==> config.mk <==
export PLATFORM = sky130hd
export DESIGN_NAME = ahb_cmd_master
export DESIGN_NICKNAME = d
export VERILOG_FILES = /design/src/rtl/ahb_cmd_master.sv
export SDC_FILE = /design/constraint.sdc
export NUM_CORES = 1
export LEC_CHECK = 0
export ABC_AREA = 1
export CAP_MARGIN = 20
export CORE_ASPECT_RATIO = 0.8
export CORE_MARGIN = 3
export CORE_UTILIZATION = 60
export DETAILED_ROUTE_END_ITERATION = 16
export DONT_BUFFER_PORTS = 1
export GPL_TIMING_DRIVEN = 1
export PLACE_DENSITY = 0.77
export SLEW_MARGIN = 20
export SYNTH_ARGS = -nofsm -noshare
export SYNTH_HDL_FRONTEND = slang
export SYNTH_SLANG_ARGS = --single-unit
==> constraint.sdc <==
create_clock -name HCLK -period 3.2 [get_ports HCLK]
set_clock_uncertainty 0.1 [all_clocks]
set_input_delay 0.64 -clock HCLK [delete_from_list [all_inputs] [get_ports HCLK]]
set_output_delay 0.64 -clock HCLK [all_outputs]
set_load 0.02 [all_outputs]
==> src/rtl/ahb_cmd_master.sv <==
// AHB bus master: turns local SINGLE/INCR4 read/write commands into pipelined AHB transfers,
// with wait-state, two-cycle ERROR and grant-loss handling.
module ahb_cmd_master #(
    parameter int ADDR_W = 32,
    parameter int DATA_W = 32
) (
    input  logic                  HCLK,
    input  logic                  HRESET,
    input  logic                  cmd_valid,
    output logic                  cmd_ready,
    input  logic                  cmd_write,
    input  logic                  cmd_burst,
    input  logic [ADDR_W-1:0]     cmd_addr,
    input  logic [4*DATA_W-1:0]   cmd_wdata,
    output logic                  rd_valid,
    output logic [DATA_W-1:0]     rd_data,
    output logic [1:0]            rd_idx,
    output logic                  done,
    output logic                  err,
    output logic                  HBUSREQx,
    output logic                  HLOCKx,
    input  logic                  HGRANTx,
    input  logic                  HREADY,
    input  logic [1:0]            HRESP,
    input  logic [DATA_W-1:0]     HRDATA,
    output logic [1:0]            HTRANS,
    output logic [ADDR_W-1:0]     HADDR,
    output logic                  HWRITE,
    output logic [2:0]            HSIZE,
    output logic [2:0]            HBURST,
    output logic [3:0]            HPROT,
    output logic [DATA_W-1:0]     HWDATA
);

    typedef enum logic [2:0] {
        S_IDLE      = 3'd0,
        S_REQ       = 3'd1,
        S_ADDR      = 3'd2,
        S_LAST_DATA = 3'd3,
        S_ERR       = 3'd4,
        S_DONE      = 3'd5
    } state_t;

    state_t                state_r, state_nxt_s;
    logic [1:0]            beat_r;
    logic [ADDR_W-1:0]     base_r;
    logic                  write_r, burst_r, regrant_r, first_r;
    logic [4*DATA_W-1:0]   wdata_r;
    logic                  dp_valid_r;
    logic [1:0]            dp_idx_r;
    logic [DATA_W-1:0]     hwdata_r, rd_data_r;
    logic                  rd_valid_r, done_r, err_r;
    logic [1:0]            rd_idx_r;

    logic                  accept_s, addr_acc_s, err_nxt_s, cmd_ready_s;
    logic                  last_beat_s, dp_err_s, rd_fire_s;
    logic [1:0]            htrans_s;
    logic                  hbusreq_s, hwrite_s;
    logic [2:0]            hburst_s;
    logic [ADDR_W-1:0]     haddr_s;

    function automatic logic [DATA_W-1:0] pick_beat(input logic [4*DATA_W-1:0] w, input logic [1:0] b);
        case (b)
            2'd0:    return w[0*DATA_W +: DATA_W];
            2'd1:    return w[1*DATA_W +: DATA_W];
            2'd2:    return w[2*DATA_W +: DATA_W];
            2'd3:    return w[3*DATA_W +: DATA_W];
            default: return {DATA_W{1'b0}};
        endcase
    endfunction

    assign last_beat_s = !burst_r || (beat_r == 2'd3);
    // First ERROR cycle: slave stalls with a non-OKAY response on an outstanding data phase.
    assign dp_err_s    = dp_valid_r && !HREADY && (HRESP != 2'b00);
    assign rd_fire_s   = dp_valid_r && HREADY && (HRESP == 2'b00) && !write_r;

    // Next-state and bus-side address/control decode.
    always_comb begin
        state_nxt_s = state_r;
        accept_s    = 1'b0;
        addr_acc_s  = 1'b0;
        err_nxt_s   = 1'b0;
        cmd_ready_s = 1'b0;
        htrans_s    = 2'b00;
        hbusreq_s   = 1'b0;
        hwrite_s    = 1'b0;
        hburst_s    = 3'b000;
        haddr_s     = {ADDR_W{1'b0}};
        case (state_r)
            S_IDLE: begin
                cmd_ready_s = 1'b1;
                if (cmd_valid) begin
                    accept_s = 1'b1;
                    if (cmd_burst && (cmd_addr[9:2] > 8'hFC)) begin
                        state_nxt_s = S_DONE;
                        err_nxt_s   = 1'b1;
                    end else begin
                        state_nxt_s = S_REQ;
                    end
                end else begin
                    state_nxt_s = S_IDLE;
                end
            end
            S_REQ: begin
                if (dp_err_s) begin
                    state_nxt_s = S_ERR;
                end else begin
                    hbusreq_s = 1'b1;
                    if (HGRANTx && HREADY) begin
                        state_nxt_s = S_ADDR;
                    end else begin
                        state_nxt_s = S_REQ;
                    end
                end
            end
            S_ADDR: begin
                if (dp_err_s) begin
                    state_nxt_s = S_ERR;
                end else begin
                    hbusreq_s = 1'b1;
                    htrans_s  = first_r ? 2'b10 : 2'b11;
                    haddr_s   = base_r + {{(ADDR_W-4){1'b0}}, beat_r, 2'b00};
                    hwrite_s  = write_r;
                    hburst_s  = !burst_r ? 3'b000 : (regrant_r ? 3'b001 : 3'b011);
                    if (HREADY) begin
                        addr_acc_s = 1'b1;
                        if (last_beat_s) begin
                            state_nxt_s = S_LAST_DATA;
                        end else if (!HGRANTx) begin
                            state_nxt_s = S_REQ;
                        end else begin
                            state_nxt_s = S_ADDR;
                        end
                    end else begin
                        state_nxt_s = S_ADDR;
                    end
                end
            end
            S_LAST_DATA: begin
                if (dp_err_s) begin
                    state_nxt_s = S_ERR;
                end else if (HREADY) begin
                    state_nxt_s = S_DONE;
                end else begin
                    state_nxt_s = S_LAST_DATA;
                end
            end
            S_ERR: begin
                state_nxt_s = S_DONE;
                err_nxt_s   = 1'b1;
            end
            S_DONE: begin
                state_nxt_s = S_IDLE;
            end
            default: begin
                state_nxt_s = S_IDLE;
            end
        endcase
    end

    // State, command latch, beat tracking and registered local-side outputs.
    always_ff @(posedge HCLK) begin
        if (HRESET) begin
            state_r    <= S_IDLE;
            beat_r     <= 2'd0;
            base_r     <= {ADDR_W{1'b0}};
            write_r    <= 1'b0;
            burst_r    <= 1'b0;
            regrant_r  <= 1'b0;
            first_r    <= 1'b0;
            wdata_r    <= {(4*DATA_W){1'b0}};
            dp_valid_r <= 1'b0;
            dp_idx_r   <= 2'd0;
            hwdata_r   <= {DATA_W{1'b0}};
            rd_valid_r <= 1'b0;
            rd_data_r  <= {DATA_W{1'b0}};
            rd_idx_r   <= 2'd0;
            done_r     <= 1'b0;
            err_r      <= 1'b0;
        end else begin
            state_r    <= state_nxt_s;
            done_r     <= (state_nxt_s == S_DONE);
            err_r      <= err_nxt_s;
            rd_valid_r <= rd_fire_s;
            if (rd_fire_s) begin
                rd_data_r <= HRDATA;
                rd_idx_r  <= dp_idx_r;
            end
            if (accept_s) begin
                base_r    <= cmd_addr & ~{{(ADDR_W-2){1'b0}}, 2'b11};
                write_r   <= cmd_write;
                burst_r   <= cmd_burst;
                wdata_r   <= cmd_wdata;
                beat_r    <= 2'd0;
                regrant_r <= 1'b0;
                first_r   <= 1'b0;
            end
            if ((state_r == S_REQ) && (state_nxt_s == S_ADDR)) begin
                first_r <= 1'b1;
            end
            // An accepted address opens its data phase, which also retires the previous one.
            if (addr_acc_s) begin
                first_r    <= 1'b0;
                dp_valid_r <= 1'b1;
                dp_idx_r   <= beat_r;
                hwdata_r   <= pick_beat(wdata_r, beat_r);
                if (!last_beat_s) begin
                    beat_r <= beat_r + 2'd1;
                    if (!HGRANTx) begin
                        regrant_r <= 1'b1;
                    end
                end
            end else if ((dp_valid_r && HREADY) || dp_err_s) begin
                dp_valid_r <= 1'b0;
            end
        end
    end

    assign cmd_ready = cmd_ready_s && !HRESET;
    assign rd_valid  = rd_valid_r;
    assign rd_data   = rd_data_r;
    assign rd_idx    = rd_idx_r;
    assign done      = done_r;
    assign err       = err_r;
    assign HBUSREQx  = hbusreq_s;
    assign HLOCKx    = 1'b0;
    assign HTRANS    = htrans_s;
    assign HADDR     = haddr_s;
    assign HWRITE    = hwrite_s;
    assign HSIZE     = 3'b010;
    assign HBURST    = hburst_s;
    assign HPROT     = 4'b0011;
    assign HWDATA    = hwdata_r;

endmodule
==> impl_metrics.tcl, run 1 <==
set metrics [dict create \
    outcome "finished clean" \
    grt_use_total_pct 28.4 \
    yosys_warnings 0 \
    cts_tree "built" \
    clkTransAtPathRegs_ps 60 \
    holdCritPathClass "in -> reg" \
    clk_path_buf_depth 3 \
    cp_slowest_stage_delay_ps 390 \
    viasPerCell 5.65 \
    multiInputGateArea_um2 4860 \
    antenna_found_initial 4 \
    crit_required_ps 2460 \
    syn_inst 1473 \
    seqCellArea_um2 4790 \
    cp_common_cell "nor2_4" \
    ys_types 32 \
    reg2reg_slack_ps 890 \
    mostFrequentLayoutCell "nor2_1" \
    io_buffer_count 0 \
    rr_worst_depth 7 \
    ios 318 \
    ant_nets 0 \
    dp_hpwl_um 19100 \
    cp_top_family "simple AND/OR/NAND/NOR gates" \
    cp-endpoint "HADDR[18]" \
    grt_start_max_net_pins 181 \
    final_cell_area_um2 11200 \
    vdd_drop_max_v 0.000470 \
    finalHoldViolCount 0 \
    netlist_top_cells_area "dfxtp_1 46%, nor2_1 16%, o21ai_0 13%, nand2_1 6.0%, nand3_1 4.6%" \
    fp.dieArea_um2 18800 \
    cp_max_fo 5 \
    postCtsHoldBufs 0 \
    fill_cells 1498 \
    core.rowCount 42 \
    setup-tns-final_ps 0 \
    clk_latency_ps 520 \
    cp.depth 9 \
    grt_pass1_wl_um 43900 \
    final_cell_mix "420 x nor2_1, 260 x o21ai_0, 238 x dfxtp_1, 164 x nand2_1, 94 x nand3_1" \
    path_class "reg -> out" \
    r2r_end "HWDATA[24]" \
    cp-end-kind "output pin" \
    syn-cell-area_um2 10300 \
    period_share_pct 97.3 \
    yosysSeqAreaShare_pct 46.5 \
    r2r_start "beat_r[1]" \
    power_mw 6.83 \
    timing.hold.ws_ps 78.3 \
    worst_slew_pin_slew_ps 739 \
    cts_buffers 24 \
    start_util_pct 61.8 \
    p_leak_nw 4.25 \
    ys_ff_latch 239 \
    crit_start "beat_r[0]" \
    drcViolationCount 0 \
    slowest_stage "fa_2" \
    dpl_cell_area_um2 10300 \
    synth_top_area_share_pct 46.5 \
    crit_chain "ha_1 > fa_2 > nand2_4 > nor2_4 > nand2_1 > nor2_1 > or2_2 > nand3_1 > nor2_4" \
    cts_sinks 239 \
    cts_root_buf "clkbuf_16" \
    min_period_ps 3110 \
    core-area_um2 16700 \
    dr.pass1.iters 7 \
    drt-wirelength-per-cell_um 17.2 \
    utilization_pct 67.3 \
    wl_um 28700 \
    setup_viol 0 \
    place_congestion 0.953 \
    fin_nets 1640 \
    postSynthAreaPerCell_um2 6.99 \
    slew_headroom_pct 50.6 \
    cp.arrival_ps 2370 \
    drive_gt1_share_pct 6.28 \
    fmax_ghz 0.321 \
    yosysTopAreaCell "dfxtp_1" \
    drt_iter0_drc 730 \
    die_w_um 152 \
    dieHeight_um 123 \
    crit_buf_inv 0 \
    vias 9428 \
    drv_slew 0 \
    cts_max_level 1 \
    power_density_nw_per_um2 609 \
    synthToLayoutAreaGrowth_pct 8.87 \
    grt_pass1_vias 8386 \
    crit_path_start_kind "register" \
    overflow 0 \
    maxCapViolations 0 \
]
## routing by layer
metal | track usage [%] | vias up | wire (um) | part of all wire [%]
met2 | 44.6 | 366 | 12900 | 45
met1 | 38.5 | 4298 | 12300 | 43
met5 | 0 | - | 40 | 0.14
met4 | 9.13 | 6 | 862 | 3.0
met3 | 7.87 | 65 | 2570 | 9.0
li1 | - | 4693 | - | -
## cell type report
| class | count | share of cell area [%] |
|---|---|---|
| Inverter | 60 | 2.08 |
| Tap cell | 220 | 2.46 |
| Antenna cell | 1 | 0.0223 |
| Multi-Input combinational cell | 1079 | 43.3 |
| Timing Repair Buffer | 28 | 2.21 |
| Clock buffer | 36 | 6.12 |
| Sequential cell | 239 | 42.7 |
| Clock inverter | 7 | 1.08 |
## report_power, final
group,internal (mW),switching (mW),total (mW)
logic,0.203,0.439,0.642
registers,3.19,0.138,3.33
clock network,1.72,1.13,2.86
## metrics by stage
stage,cells,worst slack [ps]
after floorplan,1482,627
after detailed placement,1625,507
final,1670,85.9
after global routing,1670,-4.05
after global placement,1625,527
after CTS,1668,-3.24
## cell usage after synthesis
master / number
dfxtp_1: 239
nor2_1: 428
conb_1: 2
nand3_1: 94
a21oi_1: 68
inv_1: 54
nand3_2: 2
nand2_2: 2
buf_2: 30
inv_2: 5
clkinv_1: 1
o211a_1: 2
a31oi_1: 3
nor2_4: 5
nand4_1: 7
nor3_4: 1
o21a_1: 1
fa_1: 1
nand2_1: 164
nor3_1: 7
buf_1: 3
o21ai_0: 260
clkbuf_2: 4
ha_1: 6
nand3_4: 1
o21ai_1: 10
or2_2: 1
clkbuf_1: 46
buf_4: 21
o21bai_1: 1
and2_1: 2
a211oi_1: 2
## worst min-delay path by stage
stage	from	endpoint	slack, ps	cells after the start
floorplan	base_r[31]	base_r[31]	340	2
global placement	regrant_r	regrant_r	350	2
detailed placement	regrant_r	regrant_r	360	2
CTS	HRESET	burst_r	60	1
global route	HRESET	regrant_r	70	1
finish	HRESET	burst_r	80	1
## cells by family after synthesis
kind of cell / share of synthesized area, %
simple gates: 28.3
compound gates: 17.1
buf+inv: 7.16
flops: 46.5
fa+ha+maj: 0.923
other cells: 0.0729
## flip-flops by register name (all words and copies together) (netlist names), 2 cells and up
name / flops
HWDATA: 32
base_r: 30
beat_r: 2
dp_idx_r: 2
rd_data: 32
rd_idx: 2
state_r: 3
wdata_r: 128
## what timing repair did
item	4_1_cts	5_1_grt
setup buffers	0	1
pin swaps	0	3
endpoints found under the setup margin	5	16
resized for setup	4	11
Power figures use the tool's default switching activity.
==> run 2: changes to the inputs <==
--- a/config.mk
+++ b/config.mk
@@ -8,12 +8,11 @@
 export ABC_AREA = 1
 export CAP_MARGIN = 20
 export CORE_ASPECT_RATIO = 0.8
-export CORE_MARGIN = 3
 export CORE_UTILIZATION = 60
 export DETAILED_ROUTE_END_ITERATION = 16
 export DONT_BUFFER_PORTS = 1
 export GPL_TIMING_DRIVEN = 1
-export PLACE_DENSITY = 0.77
+export PLACE_DENSITY = 0.76
 export SLEW_MARGIN = 20
 export SYNTH_ARGS = -nofsm -noshare
 export SYNTH_HDL_FRONTEND = slang
==> run 2 against run 1 <==
  * Sequential share of layout area is 0.23 points higher
  * Non-clock buffer count is 1 higher
  * Via count is 1.0% lower
  * Global-route usage is 2.6 points higher
  * Critical path type unchanged
  * Flip-flop and latch count stayed put
  * First-iteration DRC count is 4.2% higher
  * Cell count stayed put
  * Cell area is 0.53% lower
  * Core utilization is 0.35 points lower
  * Critical path depth stayed put
==> impl_metrics.tcl, run 2 (same netlist as run 1, synthesis figures left out) <==
set metrics [dict create \
    outcome "finished clean" \
    cts_root_buf "clkbuf_16" \
    min_period_ps 3080 \
    fill_cells 1541 \
    grt_pass1_vias 8583 \
    slew_headroom_pct 43.2 \
    finalHoldViolCount 0 \
    seqPwrFrac_pct 50.2 \
    busiest_layer "met2" \
    fin_cells 1670 \
    cts_max_level 1 \
    die_w_um 148 \
    cp_slowest_stage_delay_ps 370 \
    fmax_ghz 0.325 \
    vdd_drop_max_v 0.000436 \
    met1_usage_pct 40.9 \
    grt_start_max_net_pins 189 \
    power_density_nw_per_um2 595 \
    core.rowCount 42 \
    rsz0062_at_grt "false" \
    core-area_um2 16700 \
    maxCapViolations 0 \
    cp_max_fo 5 \
    fin_nets 1641 \
    drive_gt1_share_pct 6.56 \
    mostFrequentLayoutCell "nor2_1" \
    fp.dieArea_um2 17700 \
    power_switching_mw 1.70 \
    start_util_pct 61.8 \
    p_leak_nw 4.23 \
    crit_buf_inv 0 \
    grt_pass1_wl_um 43900 \
    ios 318 \
    power_mw 6.63 \
    place_congestion 0.929 \
    viasPerCell 5.59 \
    cts_tree "built" \
    cp_top_family "simple AND/OR/NAND/NOR gates" \
    met2_usage_pct 49.2 \
    cp-end-kind "output pin" \
    slowest_stage "fa_2" \
    final_cell_mix "421 x nor2_1, 260 x o21ai_0, 238 x dfxtp_1, 163 x nand2_1, 94 x nand3_1" \
    wl_um 27800 \
    drt_iter0_drc 761 \
    dr.pass1.iters 6 \
    synthToLayoutAreaGrowth_pct 8.30 \
    power_frac_clock_pct 40.2 \
    drcViolationCount 0 \
    dp.cells 1625 \
    setup_viol 0 \
    setup-tns-final_ps 0 \
    dp_hpwl_um 18400 \
    sw_frac_of_total_pct 25.7 \
    cts_buffers 24 \
    overflow 0 \
    antenna_found_initial 3 \
    clk_path_buf_depth 3 \
    vias 9334 \
    timing.hold.ws_ps 84.5 \
    path_class "reg -> out" \
    crit_path_start_kind "register" \
    worst_slew_pin_slew_ps 851 \
    fin_ws_ps 124 \
    drv_slew 0 \
    largest_reg_flops 128 \
    internal_power_mw 4.93 \
    multiInputGateArea_um2 4840 \
    use_met3_pct 8.16 \
    grt_use_total_pct 31.0 \
    largest_register "wdata_r" \
    power_frac_comb_pct 9.6 \
    post-place-ws_ps 441 \
    io_buffer_count 0 \
    drt-wirelength-per-cell_um 16.6 \
    cp.arrival_ps 2340 \
    clkTransAtPathRegs_ps 60 \
    seqCellArea_um2 4790 \
    clk_latency_ps 510 \
    cts_sinks 239 \
    period_share_pct 96.1 \
    ant_nets 0 \
    dieHeight_um 119 \
    holdCritPathClass "in -> reg" \
    crit_chain "ha_1 > fa_2 > nand2_2 > nor2_4 > nand2_2 > nor2_1 > or2_2 > nand3_1 > nor2_4" \
    crit_required_ps 2460 \
]
==> run 2: cell count changes in the layout (fill, tap and decap cells not counted), moves of 2 or more <==
cell	before	now
bufinv_16	3	0
clkbuf_1	8	2
clkbuf_8	4	7
clkinv_2	3	7
nand2_2	1	3
==> run 2: cell type report <==
cell class / instances / share of cell area (%)
clock buffers: 33 / 6.32
flip-flops and latches: 239 / 42.9
well taps: 220 / 2.47
multi-input cells: 1079 / 43.4
diodes: 2 / 0.0449
repair buffers: 29 / 2.29
inverters: 60 / 2.09
clock inverters: 8 / 0.460
==> run 2: final timing paths <==
path / startpoint / cells past startpoint / slack [ps] / endpoint
hold reg to reg: regrant_r / 2 / 360 / regrant_r
setup / recovery: beat_r[0] / 9 / 120 / HADDR[18]
hold / removal: HRESET / 1 / 80 / rd_valid
setup reg to reg: beat_r[1] / 7 / 890 / HWDATA[14]
==> run 2: layer usage <==
metal,vias to the layer above,share of wire [%]
li1,4703,-
met1,4203,43
met2,373,44
met3,53,9.8
met4,2,2.5
met5,-,0.058
==> run 2: per-stage QoR <==
step | utilization [%] | instance area, um2
floorplan | - | 10300
global placement | 62.1 | 10300
detailed placement | 62.1 | 10300
CTS | 66.7 | 11100
global route | 66.9 | 11100
finish | 66.9 | 11200
==> run 2: worst reg2reg max path: cells and delay by family, from the launching register on <==
family	cells	cell delay, ps
flip-flops	1	380
buffers and inverters	4	1180
AO/OA/AOI/OAI	2	350
adder cells (fa/ha/maj)	1	160
==> run 2: repair_timing <==
item / 4_1_cts / 5_1_grt
hold buffers: 0 / 0
gates resized for setup: 5 / 7
endpoints found under the setup margin: 4 / 10
setup buffers: 0 / 2
pin swaps: 1 / 4
==> run 2: power groups by stage <==
stage | logic (mW) | clock network (mW) | registers (mW)
floorplan | 0.546 | 0 | 3.36
global placement | 0.610 | 0 | 3.38
detailed placement | 0.629 | 0 | 3.39
CTS | 0.635 | 2.71 | 3.33
global route | 0.740 | 2.83 | 3.35
finish | 0.639 | 2.66 | 3.33
